--- src/rtl/hazard_fwd_ctrl.sv ---
// Hazard detection and forwarding control for the in-order pipeline.
// Tracks multi-cycle results with a per-register countdown scoreboard.
module hazard_fwd_ctrl #(
  parameter int REG_AW     = 5,
  parameter int NUM_SRC    = 2,
  parameter int FWD_STAGES = 2,
  parameter int MC_LAT     = 4,
  localparam int SEL_W     = $clog2(FWD_STAGES+1)
) (
  input  logic                         clk,
  input  logic                         rst_n,
  input  logic                         id_valid,
  input  logic [NUM_SRC*REG_AW-1:0]    id_rs_addr,
  input  logic [NUM_SRC-1:0]           id_rs_used,
  input  logic [REG_AW-1:0]            id_rd_addr,
  input  logic                         id_rd_we,
  input  logic                         id_is_mc,
  input  logic [REG_AW-1:0]            ex_rd_addr,
  input  logic                         ex_rd_we,
  input  logic                         ex_mem_rd,
  input  logic [FWD_STAGES*REG_AW-1:0] fwd_rd_addr,
  input  logic [FWD_STAGES-1:0]        fwd_rd_we,
  input  logic                         flush,
  output logic [NUM_SRC*SEL_W-1:0]     fwd_sel,
  output logic                         stall,
  output logic                         bubble,
  output logic                         mc_busy,
  output logic [15:0]                  stall_cnt
);

  localparam int CW   = $clog2(MC_LAT+1);
  localparam int NREG = 1 << REG_AW;

  logic [REG_AW-1:0] rs    [NUM_SRC];
  logic [NUM_SRC-1:0] rs_ok;
  logic [CW-1:0] sb_cnt [NREG];
  logic [CW-1:0] sb_nxt [NREG];
  logic busy_nxt;
  logic load_use, sb_raw, sb_waw;
  logic mc_struct, issue, alloc;

  for (genvar i = 0; i < NUM_SRC; i++) begin : g_src
    assign rs[i]    = id_rs_addr[i*REG_AW +: REG_AW];
    assign rs_ok[i] = id_rs_used[i] && (rs[i] != '0);
  end

  // Walk furthest to nearest so the nearest match wins.
  always_comb begin
    fwd_sel = '0;
    for (int i = 0; i < NUM_SRC; i++) begin
      for (int k = FWD_STAGES-1; k >= 0; k--) begin
        if (rs_ok[i] && fwd_rd_we[k] &&
            fwd_rd_addr[k*REG_AW +: REG_AW] == rs[i])
          fwd_sel[i*SEL_W +: SEL_W] = SEL_W'(k+1);
      end
    end
  end

  always_comb begin
    load_use = 1'b0;
    sb_raw   = 1'b0;
    for (int i = 0; i < NUM_SRC; i++) begin
      if (rs_ok[i]) begin
        if (ex_mem_rd && ex_rd_we && ex_rd_addr != '0 &&
            ex_rd_addr == rs[i])
          load_use = 1'b1;
        if (sb_cnt[rs[i]] != '0)
          sb_raw = 1'b1;
      end
    end
  end

  assign sb_waw = id_rd_we && (id_rd_addr != '0) &&
                  (sb_cnt[id_rd_addr] != '0);
  assign mc_struct = id_is_mc && mc_busy;

  assign stall  = id_valid && !flush &&
                  (load_use || sb_raw || sb_waw || mc_struct);
  assign bubble = stall || flush;
  assign issue  = id_valid && !stall && !flush;
  assign alloc  = issue && id_is_mc && id_rd_we &&
                  (id_rd_addr != '0);

  // Load takes precedence over the decrement of the same entry.
  always_comb begin
    busy_nxt = 1'b0;
    for (int r = 0; r < NREG; r++) begin
      sb_nxt[r] = (sb_cnt[r] != '0) ? sb_cnt[r] - CW'(1) : '0;
      if (alloc && id_rd_addr == REG_AW'(r))
        sb_nxt[r] = CW'(MC_LAT);
      if (sb_nxt[r] != '0)
        busy_nxt = 1'b1;
    end
  end

  always_ff @(posedge clk or negedge rst_n) begin
    if (!rst_n) begin
      sb_cnt    <= '{default: '0};
      mc_busy   <= 1'b0;
      stall_cnt <= '0;
    end else begin
      sb_cnt  <= sb_nxt;
      mc_busy <= busy_nxt;
      if (stall && stall_cnt != 16'hFFFF)
        stall_cnt <= stall_cnt + 16'd1;
    end
  end

endmodule

--- config.mk ---
export PLATFORM = sky130hd
export DESIGN_NAME = hazard_fwd_ctrl
export DESIGN_NICKNAME = d
export VERILOG_FILES = /design/src/rtl/hazard_fwd_ctrl.sv
export SDC_FILE = /design/constraint.sdc
export NUM_CORES = 1
export LEC_CHECK = 0
export CORE_ASPECT_RATIO = 1.5
export CORE_MARGIN = 10
export CORE_UTILIZATION = 55
export DETAILED_ROUTE_END_ITERATION = 10
export DONT_BUFFER_PORTS = 1
export GPL_TIMING_DRIVEN = 1
export PLACE_DENSITY = 0.7
export SLEW_MARGIN = 25
export SYNTH_ARGS = -nofsm -noshare
export SYNTH_HDL_FRONTEND = slang
export SYNTH_SLANG_ARGS = --single-unit
--- constraint.sdc ---
create_clock -name clk -period 3.89 [get_ports clk]
set_input_delay 0.778 -clock clk [delete_from_list [all_inputs] [get_ports clk]]
set_output_delay 0.778 -clock clk [all_outputs]
set_load 0.01 [all_outputs]
==> results of run 1 <==
==> through the flow <==
| stage | std cells | hold slack (ns) |
|---|---|---|
| 3_5_place_dp | 1016 | 0.486 |
| 3_3_place_gp | 1016 | 0.486 |
| 2_1_floorplan | 852 | 0.456 |
| 4_1_cts | 1048 | 0.0523 |
| 6_report | 1048 | 0.0543 |
| 5_1_grt | 1048 | 0.0470 |
==> layout make-up <==
cell class,count,area (sq um)
fill,1164,4940
inverter,83,312
multi-input combinational,623,4290
tap,162,203
sequential,113,2830
timing repair buffer,35,263
clock inverter,14,201
clock buffer,18,429
==> what timing repair did <==
item / in CTS / in global routing
hold buffers: 0 / 0
endpoints found under the hold margin: 0 / 0
gates resized for setup: 1 / 8
setup endpoints to repair: 1 / 3
pin swaps: 0 / 1
==> worst min-delay path by stage <==
stage | from | to | slack [ns] | cells past startpoint
floorplan | sb_cnt[81]$_DFF_PN0_ | sb_cnt[81]$_DFF_PN0_ | 0.46 | 1
global placement | rst_n | sb_cnt[95]$_DFF_PN0_ | 0.49 | 0
detailed placement | rst_n | sb_cnt[93]$_DFF_PN0_ | 0.49 | 0
CTS | rst_n | sb_cnt[93]$_DFF_PN0_ | 0.05 | 0
global route | rst_n | sb_cnt[94]$_DFF_PN0_ | 0.05 | 0
finish | rst_n | sb_cnt[93]$_DFF_PN0_ | 0.05 | 0
==> state kept, by name (all words and copies together) (netlist names) <==
register and flops:
sb_cnt 96, stall_cnt 16, mc_busy 1
==> power breakdown <==
part | switching (uW) | total (uW) | internal (uW)
clock network | 620 | 1700 | 1080
logic | 362 | 625 | 264
registers | 125 | 1370 | 1240
total | 1110 | 3700 | 2590
==> layer usage <==
metal	routed length (um)	vias up	share of wire, %
met1	9850	3388	37
met4	1810	0	6.9
met5	0	-	0
met3	2100	99	8.0
li1	-	3064	-
met2	12600	351	48
==> cells by family (layout without fill, tap and decap cells) <==
family | count (synthesis) | count (layout) | synth area share [%]
AO/OA/AOI/OAI | 165 | 165 | 15.6
XOR/XNOR | 45 | 45 | 5.24
adder cells (fa/ha/maj) | 65 | 65 | 10.8
buffers and inverters | 116 | 150 | 6.02
flip-flops | 113 | 113 | 37.6
multiplexers | 11 | 11 | 2.31
AND/OR/NAND/NOR | 337 | 337 | 22.5
==> critical path, cell delays in order (launching register included) <==
cell      delay, ns
dfrtp_2        0.43
or4_1          0.52
o2111a_1       0.16
nor4_1         0.31
a311oi_1       0.10
a222oi_1       0.31
buf_4          0.18
nand3_2        0.11
and2_1         0.23
or2_2          0.32
==> layout by cell type, fill, tap and decap left out, types with 4 or more instances in the layout <==
cell type,count
nor3_1,40
o21bai_1,5
nand3_1,17
o21ai_0,43
o31ai_1,9
a21oi_1,9
nand2b_1,10
and3_1,5
xnor2_1,26
a2111oi_0,8
xor2_1,19
inv_1,83
or2_2,16
dfrtp_1,112
a311oi_1,9
nor4_1,39
nor2_1,79
a211oi_1,11
nand4_1,15
a31oi_1,7
o22ai_1,7
nand2_1,76
mux4_2,5
bufinv_16,4
nor3_2,9
buf_4,35
clkbuf_16,17
nor2b_1,4
ha_1,65
a21o_1,13
inv_6,5
nor4b_1,6
or3_1,6
mux2i_1,5
o221ai_1,4
a31o_2,5
o211ai_1,5
==> out/summary.txt, run 1 <==
R2R depth -> 12
Core Util, Final -> 63.3%
die area -> 18900 sq um
Nets -> 980
met3 usage -> 6.94%
antenna viol nets, final -> 0
most frequent cells after synthesis -> 113 x dfrtp_1, 83 x inv_1, 79 x nor2_1
max_cap viols -> 0
design area -> 8520 sq um
Critical Path Source -> sb_cnt[9]$_DFF_PN0_
GR Util met2 -> 46.8%
Final setup violation count -> 0
H-tree depth -> 4
Area Growth Syn to Fin -> 13.2%
FF-to-FF Start -> sb_cnt[9]$_DFF_PN0_
status -> complete, no violations
number of antenna cells inserted -> 0
M1 GR Usage -> 31.8%
CP max FO -> 6
min cycle time layout -> 3.85 ns
final RePlAce weighted congestion -> 0.974
most frequent cell after synthesis -> dfrtp_1
pwr/cell area -> 434 nW/um^2
setup bufs post-CTS -> 0
antenna violations before repair -> 0
Place WS -> 0.119 ns
WL/cell -> 25.2 um
vias in the first global route -> 7100
Worst Max-Slew Pin Slew -> 0.799 ns
top cells by area, synth -> dfrtp_1 38%, ha_1 11%, inv_1 4.1%
dominant synthesized flop cell -> dfrtp_1
RSZ-0062 raised after global routing -> no
initial DRC count -> 746
fin. max-slew vios -> 0
chip height -> 163 um
YS warnings -> 0
cts bufs inserted -> 17
DRC errors left -> 0
CP Launch Type -> register
input/output buffers -> 0
maximum number of pins on one net before global-route repair -> 114
crit end category -> primary output
Die W -> 116 um
syn avg cell area -> 8.83 sq um
DP HPWL -> 20300 um
Crit Path Category -> reg2out
DP Area -> 7850 sq um
area leader, netlist -> dfrtp_1
Synth Register Bits -> 113
WL final -> 26400 um
Final Hold Viols -> 0
core area -> 13500 sq um
P_leak -> 0.00436 uW
Pre-antenna DRT Iters -> 5
Syn Std Cell Area -> 7530 sq um
sequential cell area fraction in the yosys report -> 37.6%
CP Data Required Time -> 3.11 ns
fin crit share -> 99.0%
clk_skew -> 0.0131 ns
Unique masters post-synth -> 65
Initial Util -> 55.9%
Mapped Nets -> 959
share of the synthesized area in the top cell type -> 37.6%
Peak VDD IR -> 0.249 mV
Clock Path Buffers -> 2
io pins -> 65
share of cells above drive strength 1 -> 12.3%
CTS tree -> built
final setup margin -> 0.0391 ns
# rows -> 52
crit path to -> bubble
relative slew slack -> 46.2%
total power -> 3700 uW
gr ovfl total -> 0
Worst Hold Class -> in2async
Sink Count -> 113
Fmax -> 260 MHz
cells after synthesis -> 852
worst skew pair latency -> 0.42 ns
Fin Setup TNS -> 0 ns
GRT Total Usage -> 28.4%
clock slew at reported path FFs -> 0.06 ns
reg2reg end -> mc_busy$_DFF_PN0_
reg2reg setup slack -> 0.34 ns
crit path DAT -> 3.07 ns
CTS Root Cell -> clkbuf_16
most used routing layer -> met2
Post-synth EDFFs -> 0
first-pass GRT wire length -> 40300 um
vias per std cell -> 6.59
asr flop ratio synth -> 100%
Vias -> 6902
Note: power is estimated with default switching activity, not from simulation.
==> run 2: changes to the inputs <==
--- a/config.mk
+++ b/config.mk
@@ -12,7 +12,9 @@
 export DONT_BUFFER_PORTS = 1
 export GPL_TIMING_DRIVEN = 1
 export PLACE_DENSITY = 0.7
+export SETUP_SLACK_MARGIN = 0.5
 export SLEW_MARGIN = 25
 export SYNTH_ARGS = -nofsm -noshare
 export SYNTH_HDL_FRONTEND = slang
 export SYNTH_SLANG_ARGS = --single-unit
+export TNS_END_PERCENT = 30
==> out/summary.txt, run 2 (synthesized netlist as in run 1, its figures left out) <==
status -> complete, no violations
number of antenna cells inserted -> 0
final setup margin -> 0.369 ns
Nets -> 986
commonest non-fill, non-tap cell in the layout -> dfrtp_1
vias per std cell -> 6.63
die area -> 18900 sq um
cell count after placement -> 1016
gr ovfl total -> 0
fin. max-slew vios -> 0
Die W -> 116 um
crit end category -> primary output
antenna viol nets, final -> 0
DP Area -> 7860 sq um
# rows -> 52
cts bufs inserted -> 17
fin crit share -> 90.5%
clock slew at reported path FFs -> 0.06 ns
Final setup violation count -> 0
relative slew slack -> 47.6%
Sink Count -> 113
DP HPWL -> 20100 um
CP Launch Type -> register
R2R depth -> 13
input/output buffers -> 0
initial DRC count -> 589
pwr/cell area -> 416 nW/um^2
Place WS -> 0.139 ns
Fillers -> 1135
maximum number of pins on one net before global-route repair -> 114
crit path DAT -> 2.74 ns
core area -> 13500 sq um
CTS Root Cell -> clkbuf_16
H-tree depth -> 4
Area Growth Syn to Fin -> 13.9%
fin cells -> 1054
share of cells above drive strength 1 -> 13.5%
CP max FO -> 4
Final Hold Viols -> 0
design area -> 8580 sq um
number of flip-flops in the largest register -> 96
FF-to-FF Start -> sb_cnt[27]$_DFF_PN0_
max_cap viols -> 0
reg2reg end -> mc_busy$_DFF_PN0_
CP Data Required Time -> 3.11 ns
Clock Path Buffers -> 2
reg2reg setup slack -> 0.51 ns
Critical Path Source -> sb_cnt[27]$_DFF_PN0_
final RePlAce weighted congestion -> 0.998
io pins -> 65
P_leak -> 0.00437 uW
min cycle time layout -> 3.52 ns
Vias -> 6988
Pre-antenna DRT Iters -> 6
CTS tree -> built
DRC errors left -> 0
Worst Hold Class -> in2async
Biggest register -> sb_cnt
crit path to -> bubble
Fin Setup TNS -> 0 ns
WL/cell -> 24.9 um
Fmax -> 284 MHz
Peak VDD IR -> 0.269 mV
GRT Total Usage -> 27.8%
WL final -> 26200 um
worst skew pair latency -> 0.41 ns
Initial Util -> 55.9%
Worst Max-Slew Pin Slew -> 0.778 ns
vias in the first global route -> 6955
Min Hold Slack -> 0.0627 ns
first-pass GRT wire length -> 39800 um
Top Registers -> sb_cnt: 96 flops, stall_cnt: 16 flops, mc_busy: 1 flops
chip height -> 163 um
Crit Path Category -> reg2out
antenna violations before repair -> 0
RSZ-0062 raised after global routing -> yes
clk_skew -> 0.00638 ns
most frequent cells in the layout -> 113 x dfrtp_1, 83 x inv_1, 79 x nor2_1
-- run 2: changes by cell type in the layout (fill, tap and decap cells not counted), moves of 2 or more --
cell,previous run,this run
inv_6,5,1
a2111oi_0,8,6
bufinv_16,4,2
nor3_2,9,11
clkbuf_8,0,2
clkinvlp_4,2,5
nor3_1,40,37
buf_4,35,41
-- run 2: worst max-delay path, cell delays in order (launching register included) --
cell and delay (ns):
dfrtp_1 0.43, nor3_2 0.38, a2111oi_2 0.17, nor4_1 0.28
a311oi_1 0.08, a222oi_1 0.32, buf_4 0.19, nand3_4 0.08
and2_4 0.17, or2_4 0.24
-- run 2: worst min path at each step --
stage | slack [ns] | endpoint
2_1_floorplan | 0.46 | sb_cnt[81]$_DFF_PN0_
3_3_place_gp | 0.49 | sb_cnt[95]$_DFF_PN0_
3_5_place_dp | 0.49 | sb_cnt[95]$_DFF_PN0_
4_1_cts | 0.05 | sb_cnt[95]$_DFF_PN0_
5_1_grt | 0.06 | sb_cnt[95]$_DFF_PN0_
6_report | 0.06 | sb_cnt[95]$_DFF_PN0_
-- run 2: routing by layer --
layer | vias up | GRT usage [%] | routed length, um
li1 | 3080 | - | -
met1 | 3362 | 30.6 | 9280
met2 | 440 | 44.8 | 12400
met3 | 106 | 6.86 | 2570
met4 | 0 | 21.6 | 2010
met5 | - | 0 | 0
-- run 2: layout make-up --
| cell class | count | area (sq um) | area share, % |
|---|---|---|---|
| Tap cell | 162 | 203 | 2.36 |
| Sequential cell | 113 | 2830 | 33.0 |
| Multi-Input combinational cell | 623 | 4340 | 50.6 |
| Inverter | 83 | 312 | 3.63 |
| Clock buffer | 20 | 457 | 5.33 |
| Clock inverter | 12 | 134 | 1.56 |
| Timing Repair Buffer | 41 | 308 | 3.59 |
-- run 2: power breakdown --
part	internal, uW	switching (uW)	leakage (uW)	total [uW]
registers	1250	125	0.00156	1370
logic	278	366	0.00254	644
clock network	977	577	0.000275	1550
total	2500	1070	0.00437	3570
-- run 2: per-stage QoR --
| step | power (uW) | utilization, % |
|---|---|---|
| after floorplan | 1790 | - |
| after global placement | 1960 | 58.3 |
| after detailed placement | 1980 | 58.3 |
| after CTS | 3570 | 63.6 |
| after global routing | 3700 | 63.7 |
| final | 3570 | 63.7 |
-- run 2: timing repair --
action	CTS	global route
pin swaps	4	1
gates resized for setup	14	3
hold buffers	0	0
setup endpoints to repair	7	13
setup buffers	5	1
==> run 3: changes to the inputs <==
--- a/config.mk
+++ b/config.mk
@@ -7,11 +7,10 @@
 export LEC_CHECK = 0
 export CORE_ASPECT_RATIO = 1.5
 export CORE_MARGIN = 10
-export CORE_UTILIZATION = 55
+export CORE_UTILIZATION = 45
 export DETAILED_ROUTE_END_ITERATION = 10
 export DONT_BUFFER_PORTS = 1
 export GPL_TIMING_DRIVEN = 1
-export PLACE_DENSITY = 0.7
 export SETUP_SLACK_MARGIN = 0.5
 export SLEW_MARGIN = 25
 export SYNTH_ARGS = -nofsm -noshare
==> out/summary.txt, run 3 (synthesized netlist as in run 1, its figures left out) <==
Area Growth Syn to Fin -> 16.5%
reg2reg end -> mc_busy$_DFF_PN0_
CP max FO -> 3
fin crit share -> 91.4%
antenna viol nets, final -> 0
Crit Path Category -> reg2out
cts hold-fix bufs -> 0
chip height -> 178 um
gr ovfl total -> 0
P_leak -> 0.00444 uW
Initial Util -> 46.1%
clk_skew -> 0.00831 ns
core area -> 16300 sq um
min cycle time layout -> 3.55 ns
Sink Count -> 113
vias in the first global route -> 6904
CTS tree -> built
most frequent cells in the layout -> 112 x dfrtp_1, 83 x inv_1, 79 x nor2_1
Peak VDD IR -> 0.304 mV
crit path DAT -> 2.78 ns
number of flip-flops in the largest register -> 96
max_cap viols -> 0
status -> complete, no violations
vias per std cell -> 6.20
commonest non-fill, non-tap cell in the layout -> dfrtp_1
Worst Hold Class -> in2async
Final setup violation count -> 0
maximum number of pins on one net before global-route repair -> 114
Vias -> 6811
clock slew at reported path FFs -> 0.05 ns
WL/cell -> 24.1 um
share of cells above drive strength 1 -> 14.1%
R2R depth -> 13
die area -> 22400 sq um
Pre-antenna DRT Iters -> 5
Core Util, Final -> 53.7%
relative slew slack -> 39.8%
CP Data Required Time -> 3.11 ns
DRC errors left -> 0
Fin Setup TNS -> 0 ns
initial DRC count -> 632
Fmax -> 281 MHz
crit end category -> primary output
antenna violations before repair -> 1
Clock Path Buffers -> 2
worst skew pair latency -> 0.42 ns
final RePlAce weighted congestion -> 0.998
FF-to-FF Start -> sb_cnt[9]$_DFF_PN0_
input/output buffers -> 0
GRT Total Usage -> 23.4%
CTS Root Cell -> clkbuf_16
pwr/cell area -> 432 nW/um^2
WL final -> 26500 um
# rows -> 57
Final Hold Viols -> 0
Die W -> 126 um
first-pass GRT wire length -> 40600 um
fin. max-slew vios -> 0
Nets -> 986
io pins -> 65
reg2reg setup slack -> 0.48 ns
DP HPWL -> 20600 um
Worst Max-Slew Pin Slew -> 0.895 ns
Fillers -> 1499
H-tree depth -> 4
Top Registers -> sb_cnt: 96 flops, stall_cnt: 16 flops, mc_busy: 1 flops
RSZ-0062 raised after global routing -> yes
Biggest register -> sb_cnt
cts bufs inserted -> 17
CP Launch Type -> register
-- run 3: changes by cell type in the layout (fill, tap and decap cells not counted), sizes merged --
cell / change
clkinvlp: -4
bufinv: +3
clkbuf: +3
clkinv: -1
diode: +1
inv: -1
-- run 3: worst max-delay path by stage --
| stage | from | slack (ns) | end |
|---|---|---|---|
| 2_1_floorplan | id_rs_addr[1] | 0.52 | bubble |
| 3_3_place_gp | id_rs_addr[1] | 0.23 | mc_busy$_DFF_PN0_ |
| 3_5_place_dp | id_rs_addr[1] | 0.20 | mc_busy$_DFF_PN0_ |
| 4_1_cts | sb_cnt[9]$_DFF_PN0_ | 0.34 | bubble |
| 5_1_grt | sb_cnt[9]$_DFF_PN0_ | 0.20 | bubble |
| 6_report | sb_cnt[9]$_DFF_PN0_ | 0.34 | bubble |
-- run 3: critical path, cell delays in order (launching register included) --
cell and delay, ns:
dfrtp_1 0.42, or4_1 0.52, o2111a_1 0.14, nor4_1 0.23, a311oi_1 0.08, a222oi_1 0.29, buf_4 0.19, nand3_4 0.08
and2_4 0.17, or2_4 0.24
-- run 3: repair_timing --
| action | CTS | global route |
|---|---|---|
| resized for setup | 17 | 12 |
| endpoints found under the setup margin | 8 | 9 |
| pin swaps | 5 | 12 |
| gates cloned | 0 | 0 |
| setup buffers | 2 | 3 |
-- run 3: cell type report --
cell class / instances / area [sq um] / area share, %
Antenna cell: 1 / 2.50 / 0.0285
Clock buffer: 23 / 488 / 5.57
Clock inverter: 9 / 176 / 2.01
Inverter: 83 / 312 / 3.55
Multi-Input combinational cell: 623 / 4390 / 50.1
Sequential cell: 113 / 2830 / 32.3
Tap cell: 206 / 258 / 2.94
Timing Repair Buffer: 41 / 308 / 3.51
-- run 3: per-layer routing --
metal | share of wire [%] | vias to the layer above | track usage, %
met1 | 37 | 3327 | 25.2
met4 | 5.4 | 0 | 14.2
li1 | - | 3076 | -
met5 | 0 | - | 0
met3 | 8.8 | 72 | 6.92
met2 | 49 | 336 | 39.7
-- run 3: power by group --
part           total, uW  switching, uW  internal (uW)
logic                649            362            286
registers           1370            126           1250
clock network       1770            564           1200
total               3790           1050           2730
-- run 3: metrics by stage --
| step | total power, uW | setup slack [ns] | hold slack [ns] | std cells | cell area [sq um] |
|---|---|---|---|---|---|
| 3_3_place_gp | 1980 | 0.233 | 0.489 | 1061 | 7920 |
| 2_1_floorplan | 1790 | 0.516 | 0.456 | 852 | 7530 |
| 3_5_place_dp | 1990 | 0.203 | 0.488 | 1061 | 7920 |
| 5_1_grt | 3930 | 0.201 | 0.0403 | 1098 | 8760 |
| 4_1_cts | 3790 | 0.336 | 0.0400 | 1095 | 8680 |
| 6_report | 3790 | 0.336 | 0.0570 | 1099 | 8770 |
